--- config.mk ---
export PLATFORM = sky130hd
export DESIGN_NAME = store_write_buffer_flat
export DESIGN_NICKNAME = d
export VERILOG_FILES = /design/src/rtl/store_write_buffer_pkg.sv /design/src/rtl/store_write_buffer_if.sv /design/src/rtl/store_write_buffer_lane_align.sv /design/src/rtl/store_write_buffer.sv /design/src/flat_wrapper.sv
export SDC_FILE = /design/constraint.sdc
export NUM_CORES = 1
export LEC_CHECK = 0
export CAP_MARGIN = 15
export CORE_AREA = 2 2 124 126
export CTS_CLUSTER_DIAMETER = 80
export DETAILED_ROUTE_END_ITERATION = 8
export DIE_AREA = 0 0 126 128
export GPL_ROUTABILITY_DRIVEN = 0
export GPL_TIMING_DRIVEN = 0
export PLACE_DENSITY = 0.81
export SLEW_MARGIN = 20
export SYNTH_ARGS = -nofsm -noshare
export SYNTH_HDL_FRONTEND = slang
export SYNTH_SLANG_ARGS = --single-unit
--- constraint.sdc ---
create_clock -name clock -period 12.5 [get_ports clock]
set_clock_uncertainty 0.15 [all_clocks]
set_input_delay 2.5 -clock clock [delete_from_list [all_inputs] [get_ports clock]]
set_output_delay 2.5 -clock clock [all_outputs]
set_load 0.1 [all_outputs]
--- src/rtl/store_write_buffer_pkg.sv ---
// Shared types and constants for the store write buffer: RV32 store width
// codes, default depth and the layout of one buffered entry.
package store_write_buffer_pkg;

    localparam logic [2:0] FUNCT3_SB = 3'b000;
    localparam logic [2:0] FUNCT3_SH = 3'b001;
    localparam logic [2:0] FUNCT3_SW = 3'b010;

    localparam int SWB_DEPTH_DEFAULT = 2;

    // Only the word address is kept; byte position is carried by the enables.
    typedef struct packed {
        logic [29:0] word;
        logic [31:0] data;
        logic [3:0]  be;
    } swb_entry_t;

    function automatic logic [31:0] word_to_byte_addr(input logic [29:0] word);
        return {word, 2'b00};
    endfunction

endpackage

--- src/rtl/store_write_buffer_if.sv ---
// Store-request, data-cache write and load-hazard signals of the store buffer.
// The buffer itself takes the slave view; the pipeline/cache side is master.
interface store_write_buffer_if;

    logic        st_valid;
    logic        st_ready;
    logic [2:0]  st_funct3;
    logic [31:0] st_addr;
    logic [31:0] st_data;
    logic        st_err;

    logic        mem_wvalid;
    logic        mem_wready;
    logic [31:0] mem_waddr;
    logic [31:0] mem_wdata;
    logic [3:0]  mem_wbe;

    logic [31:0] ld_addr;
    logic        ld_hazard;
    logic        empty;

    modport slave (
        input  st_valid, st_funct3, st_addr, st_data, mem_wready, ld_addr,
        output st_ready, st_err, mem_wvalid, mem_waddr, mem_wdata, mem_wbe,
               ld_hazard, empty
    );

    modport master (
        output st_valid, st_funct3, st_addr, st_data, mem_wready, ld_addr,
        input  st_ready, st_err, mem_wvalid, mem_waddr, mem_wdata, mem_wbe,
               ld_hazard, empty
    );

endinterface

--- src/rtl/store_write_buffer_lane_align.sv ---
// Combinational lane steering: replicates store data across byte lanes and
// builds byte enables, flagging misaligned or unknown store widths.
module store_lane_align
    import store_write_buffer_pkg::*;
(
    input  logic [2:0]  funct3_i,
    input  logic [1:0]  addr_lo_i,
    input  logic [31:0] data_i,
    output logic [31:0] wdata_o,
    output logic [3:0]  wbe_o,
    output logic        misaligned_o
);

    always_comb begin
        wdata_o      = data_i;
        wbe_o        = 4'b0000;
        misaligned_o = 1'b0;
        case (funct3_i)
            FUNCT3_SB: begin
                wdata_o = {4{data_i[7:0]}};
                wbe_o   = 4'b0001 << addr_lo_i;
            end
            FUNCT3_SH: begin
                wdata_o      = {2{data_i[15:0]}};
                wbe_o        = addr_lo_i[1] ? 4'b1100 : 4'b0011;
                misaligned_o = addr_lo_i[0];
            end
            FUNCT3_SW: begin
                wdata_o      = data_i;
                wbe_o        = 4'b1111;
                misaligned_o = (addr_lo_i != 2'b00);
            end
            default: begin
                misaligned_o = 1'b1;
            end
        endcase
    end

endmodule

--- src/rtl/store_write_buffer.sv ---
// FIFO of aligned stores between the pipeline and the data cache, with a
// word-granular load hazard check against every buffered entry.
module store_write_buffer
    import store_write_buffer_pkg::*;
#(
    parameter int DEPTH = SWB_DEPTH_DEFAULT
) (
    input  logic                 clock,
    input  logic                 reset,
    store_write_buffer_if.slave  bus
);

    localparam int PW = (DEPTH > 1) ? $clog2(DEPTH) : 1;

    typedef logic [PW-1:0] ptr_t;
    typedef logic [PW:0]   cnt_t;

    swb_entry_t       entry_q [DEPTH];
    logic [DEPTH-1:0] valid_q;
    ptr_t             head_q, head_d;
    ptr_t             tail_q, tail_d;
    cnt_t             count_q, count_d;
    logic             st_err_q;

    logic [31:0] align_wdata;
    logic [3:0]  align_wbe;
    logic        align_misaligned;

    logic accept, enq, deq, empty_w;

    store_lane_align u_lane_align (
        .funct3_i     (bus.st_funct3),
        .addr_lo_i    (bus.st_addr[1:0]),
        .data_i       (bus.st_data),
        .wdata_o      (align_wdata),
        .wbe_o        (align_wbe),
        .misaligned_o (align_misaligned)
    );

    assign empty_w      = (count_q == '0);
    assign bus.st_ready = (count_q < cnt_t'(DEPTH));
    assign accept       = bus.st_valid && bus.st_ready;
    assign enq          = accept && !align_misaligned;
    assign deq          = !empty_w && bus.mem_wready;

    always_comb begin
        head_d  = deq ? head_q + ptr_t'(1) : head_q;
        tail_d  = enq ? tail_q + ptr_t'(1) : tail_q;
        count_d = count_q;
        case ({enq, deq})
            2'b10:   count_d = count_q + cnt_t'(1);
            2'b01:   count_d = count_q - cnt_t'(1);
            default: count_d = count_q;
        endcase
    end

    // Enqueue and dequeue never target the same slot: enqueue needs a free
    // slot and dequeue needs a full one.
    always_ff @(posedge clock) begin
        if (!reset) begin
            head_q   <= '0;
            tail_q   <= '0;
            count_q  <= '0;
            valid_q  <= '0;
            st_err_q <= 1'b0;
            for (int i = 0; i < DEPTH; i++) begin
                entry_q[i] <= '0;
            end
        end else begin
            head_q   <= head_d;
            tail_q   <= tail_d;
            count_q  <= count_d;
            st_err_q <= accept && align_misaligned;
            if (deq) begin
                valid_q[head_q] <= 1'b0;
            end
            if (enq) begin
                valid_q[tail_q] <= 1'b1;
                entry_q[tail_q] <= '{word: bus.st_addr[31:2],
                                     data: align_wdata,
                                     be:   align_wbe};
            end
        end
    end

    swb_entry_t head_entry;
    assign head_entry = entry_q[head_q];

    assign bus.mem_wvalid = !empty_w;
    assign bus.mem_waddr  = empty_w ? 32'h0 : word_to_byte_addr(head_entry.word);
    assign bus.mem_wdata  = empty_w ? 32'h0 : head_entry.data;
    assign bus.mem_wbe    = empty_w ? 4'h0  : head_entry.be;
    assign bus.st_err     = st_err_q;
    assign bus.empty      = empty_w;

    // Only registered entries are compared, so a store arriving this cycle
    // cannot raise the hazard until it is actually buffered.
    logic [DEPTH-1:0] hit;
    generate
        for (genvar gi = 0; gi < DEPTH; gi++) begin : g_hazard
            assign hit[gi] = valid_q[gi] && (entry_q[gi].word == bus.ld_addr[31:2]);
        end
    endgenerate

    assign bus.ld_hazard = |hit;

    logic unused_ld_lo;
    assign unused_ld_lo = ^bus.ld_addr[1:0];

endmodule

--- src/flat_wrapper.sv ---
// flat-port wrapper written by rule: the top's interface ports become plain ports
module store_write_buffer_flat import store_write_buffer_pkg::*;
#(
    parameter int DEPTH = SWB_DEPTH_DEFAULT
)
  (clock, reset, bus_st_valid, bus_st_funct3, bus_st_addr, bus_st_data, bus_mem_wready, bus_ld_addr, bus_st_ready, bus_st_err, bus_mem_wvalid, bus_mem_waddr, bus_mem_wdata, bus_mem_wbe, bus_ld_hazard, bus_empty);
  store_write_buffer_if bus_i ();
  input  logic clock;
  input  logic reset;
  input wire logic [$bits(bus_i.st_valid)-1:0] bus_st_valid;
  input wire logic [$bits(bus_i.st_funct3)-1:0] bus_st_funct3;
  input wire logic [$bits(bus_i.st_addr)-1:0] bus_st_addr;
  input wire logic [$bits(bus_i.st_data)-1:0] bus_st_data;
  input wire logic [$bits(bus_i.mem_wready)-1:0] bus_mem_wready;
  input wire logic [$bits(bus_i.ld_addr)-1:0] bus_ld_addr;
  output wire logic [$bits(bus_i.st_ready)-1:0] bus_st_ready;
  output wire logic [$bits(bus_i.st_err)-1:0] bus_st_err;
  output wire logic [$bits(bus_i.mem_wvalid)-1:0] bus_mem_wvalid;
  output wire logic [$bits(bus_i.mem_waddr)-1:0] bus_mem_waddr;
  output wire logic [$bits(bus_i.mem_wdata)-1:0] bus_mem_wdata;
  output wire logic [$bits(bus_i.mem_wbe)-1:0] bus_mem_wbe;
  output wire logic [$bits(bus_i.ld_hazard)-1:0] bus_ld_hazard;
  output wire logic [$bits(bus_i.empty)-1:0] bus_empty;
  assign bus_i.st_valid = bus_st_valid;
  assign bus_i.st_funct3 = bus_st_funct3;
  assign bus_i.st_addr = bus_st_addr;
  assign bus_i.st_data = bus_st_data;
  assign bus_i.mem_wready = bus_mem_wready;
  assign bus_i.ld_addr = bus_ld_addr;
  assign bus_st_ready = bus_i.st_ready;
  assign bus_st_err = bus_i.st_err;
  assign bus_mem_wvalid = bus_i.mem_wvalid;
  assign bus_mem_waddr = bus_i.mem_waddr;
  assign bus_mem_wdata = bus_i.mem_wdata;
  assign bus_mem_wbe = bus_i.mem_wbe;
  assign bus_ld_hazard = bus_i.ld_hazard;
  assign bus_empty = bus_i.empty;
  store_write_buffer #(.DEPTH(DEPTH)) u_core (.clock(clock), .reset(reset), .bus(bus_i));
endmodule
==> metrics.yaml <==
fmax_mhz: 126.0
cts_tree: "done"
seq_area_frac_synth_pct: 56.83
finish.utilization_pct: 66.69
nets: 907
dr.pass1.iters: 5
critPathCaptureType: "output pin"
grt_setup_unrepaired: "no"
clk_latency_ns: 0.40
ys_ff_latch: 140
wl_per_cell_um: 18.42
worst-setup-path-type: "primary input to output pin"
start_kind: "primary input"
synth.distinct_cells: 41
synthCells: 610
port_buffers: 169
path_max_fanout: 2
grt_pass1_vias: 5542
drt-initial-drc-count: 361
die_y_um: 128
yosysWarningCount: 0
synth_top_cell_by_area: "edfxtp_1"
synth_top_area_share_pct: 54.62
postLayoutCellArea_sq_um: 9913
relSlewSlack_pct: 33.92
period_share_pct: 63.47
dp_slack_ns: 4.576
finalPower_mw: 1.564
htreeDepth: 4
hold_start: "u_core.valid_q[0]$_SDFF_PN0_"
overflow: 0
areaGrowthSynthToFinish_pct: 36.60
power.leakage_nw: 3.506
slew_violations: 0
seq_area_sq_um: 4124
setup_tns_ns: 0
die_area_sq_um: 16130
initial_core_util_pct: 48.82
grt_pass1_wl_um: 28560
cts.clk_slew.worst_paths_ns: 0.05
cts_hold_buffers: 0
postCtsSetupRepairBufs: 0
min_period_ns: 7.934
placed_area_sq_um: 9309
cts_sinks: 140
dp_cells: 972
antenna_found_initial: 0
reg2regPathDepth: 7
cp-startpoint: "bus_ld_addr[26]"
irDropWorstVdd_v: 0.00009795
row_count: 45
setup_viol: 0
mostFrequentLayoutCells: "clkdlybuf4s50_1 (169), edfxtp_1 (132), nor2_1 (117)"
final_antenna_net_count: 0
critical_path_arrival_ns: 5.28
drv_cap: 0
finalNonFillerCells: 1003
min_path_type: "flip-flop to flip-flop"
layout_setup_ws_ns: 4.566
grt_usage_pct: 23.22
synth_area_leaders: "edfxtp_1 (55%), mux2i_1 (12%), and2_1 (7.0%)"
clockRootBuffer: "clkbuf_16"
drive_above_1_share_pct: 8.712
final_common_cell: "clkdlybuf4s50_1"
die_w_um: 126
worstMarginPinSlew_ns: 0.9881
final-hold-violation-count: 0
r2r_start: "u_core.count_q[1]$_SDFFE_PN0P_"
hpwl_um: 13740
diodes: 0
fillers: 1110
power_density_nw_per_um2: 157.8
route.detailed.drc: 0
core_sq_um: 14860
drt-vias-per-instance: 5.309
multi_input_area_sq_um: 2948
holdPathStages: 2
cts_resized: 0
ios: 176
avgSynthCellArea_sq_um: 11.90
cp.required_ns: 9.85
cts_buffer_depth: 2
outcome: "complete, no violations"
syn-cell-area_sq_um: 7257
routed_wirelength_um: 18480
vias: 5325
numCtsBuffers: 17
hold_ws_ns: 0.3527
grt_max_degree: 38
[worst max-delay path: stages]
cell	delay, ns
clkdlybuf4s50_1	0.46
xnor2_1	0.27
nand4_1	0.14
or4_1	0.52
o22ai_1	0.22
clkdlybuf4s50_1	1.17
[cell type report]
class,count,area share (%)
sequential,140,41.60
inverter,3,0.1136
clock buffer,18,4.329
buffer,37,1.982
clock inverter,13,1.767
tap,188,2.373
timing repair buffer,173,18.10
multi-input combinational,431,29.74
[worst paths after layout]
check / slack [ns] / to
worst max-delay path: 4.57 / bus_ld_hazard
worst min-delay path: 0.35 / u_core.valid_q[0]$_SDFF_PN0_
worst max register to register: 9.82 / u_core.entry_q[1][0]$_SDFFCE_PN0P_
worst min register to register: 0.35 / u_core.valid_q[0]$_SDFF_PN0_
[synth_stat cells]
| master | instances |
|---|---|
| edfxtp_1 | 132 |
| nor2_1 | 117 |
| mux2i_1 | 90 |
| and2_1 | 81 |
| xnor2_1 | 33 |
| xor2_1 | 30 |
| clkbuf_1 | 14 |
| nand2_1 | 14 |
| buf_2 | 13 |
| o21ai_0 | 13 |
| nand4_1 | 10 |
| dfxtp_1 | 8 |
| nor2_4 | 8 |
| nor4_1 | 6 |
| buf_1 | 3 |
| inv_1 | 3 |
| nor2b_1 | 3 |
| a21oi_1 | 2 |
| buf_4 | 2 |
| buf_6 | 2 |
| clkbuf_2 | 2 |
| nor3_1 | 2 |
| nor3b_2 | 2 |
| or2_2 | 2 |
| or4_1 | 2 |
| a21boi_0 | 1 |
| a21oi_2 | 1 |
| a31o_2 | 1 |
| buf_12 | 1 |
| conb_1 | 1 |
| ha_1 | 1 |
| nand2b_1 | 1 |
| nand3_1 | 1 |
| nor3_2 | 1 |
| nor3_4 | 1 |
| o2111a_1 | 1 |
| o211ai_1 | 1 |
| o21ai_2 | 1 |
| o22ai_1 | 1 |
| or3_1 | 1 |
| or3b_1 | 1 |
[cells by family after synthesis]
family          share of synthesized area (%)
simple gates                            18.22
flops                                   56.83
mux                                     12.41
xor+xnor                                7.603
buf+inv                                 2.862
compound gates                          1.845
fa+ha+maj                              0.1724
other cells                           0.05167
[per-layer routing]
metal  vias to the layer above  GRT usage [%]  part of all wire, %
li1                       2502              -                    -
met2                       251          39.97                   49
met4                         0          9.244                  2.8
met3                        30          4.967                  7.7
met1                      2542          28.70                   40
met5                         -              0                    0
[power by group]
group,internal (mW),switching [mW]
Combinational,0.142,0.356
Clock,0.331,0.185
Sequential,0.538,0.0125
Total,1.01,0.554
[flip-flops by register name (all words and copies together) (netlist names), named ones only]
| name | flops |
|---|---|
| u_core.valid_q | 2 |
| u_core.count_q | 2 |
| u_core.tail_q | 1 |
| u_core.entry_q | 132 |
| u_core.head_q | 1 |
| u_core.bus.st_err | 1 |
(Power assumes the default switching activity.)
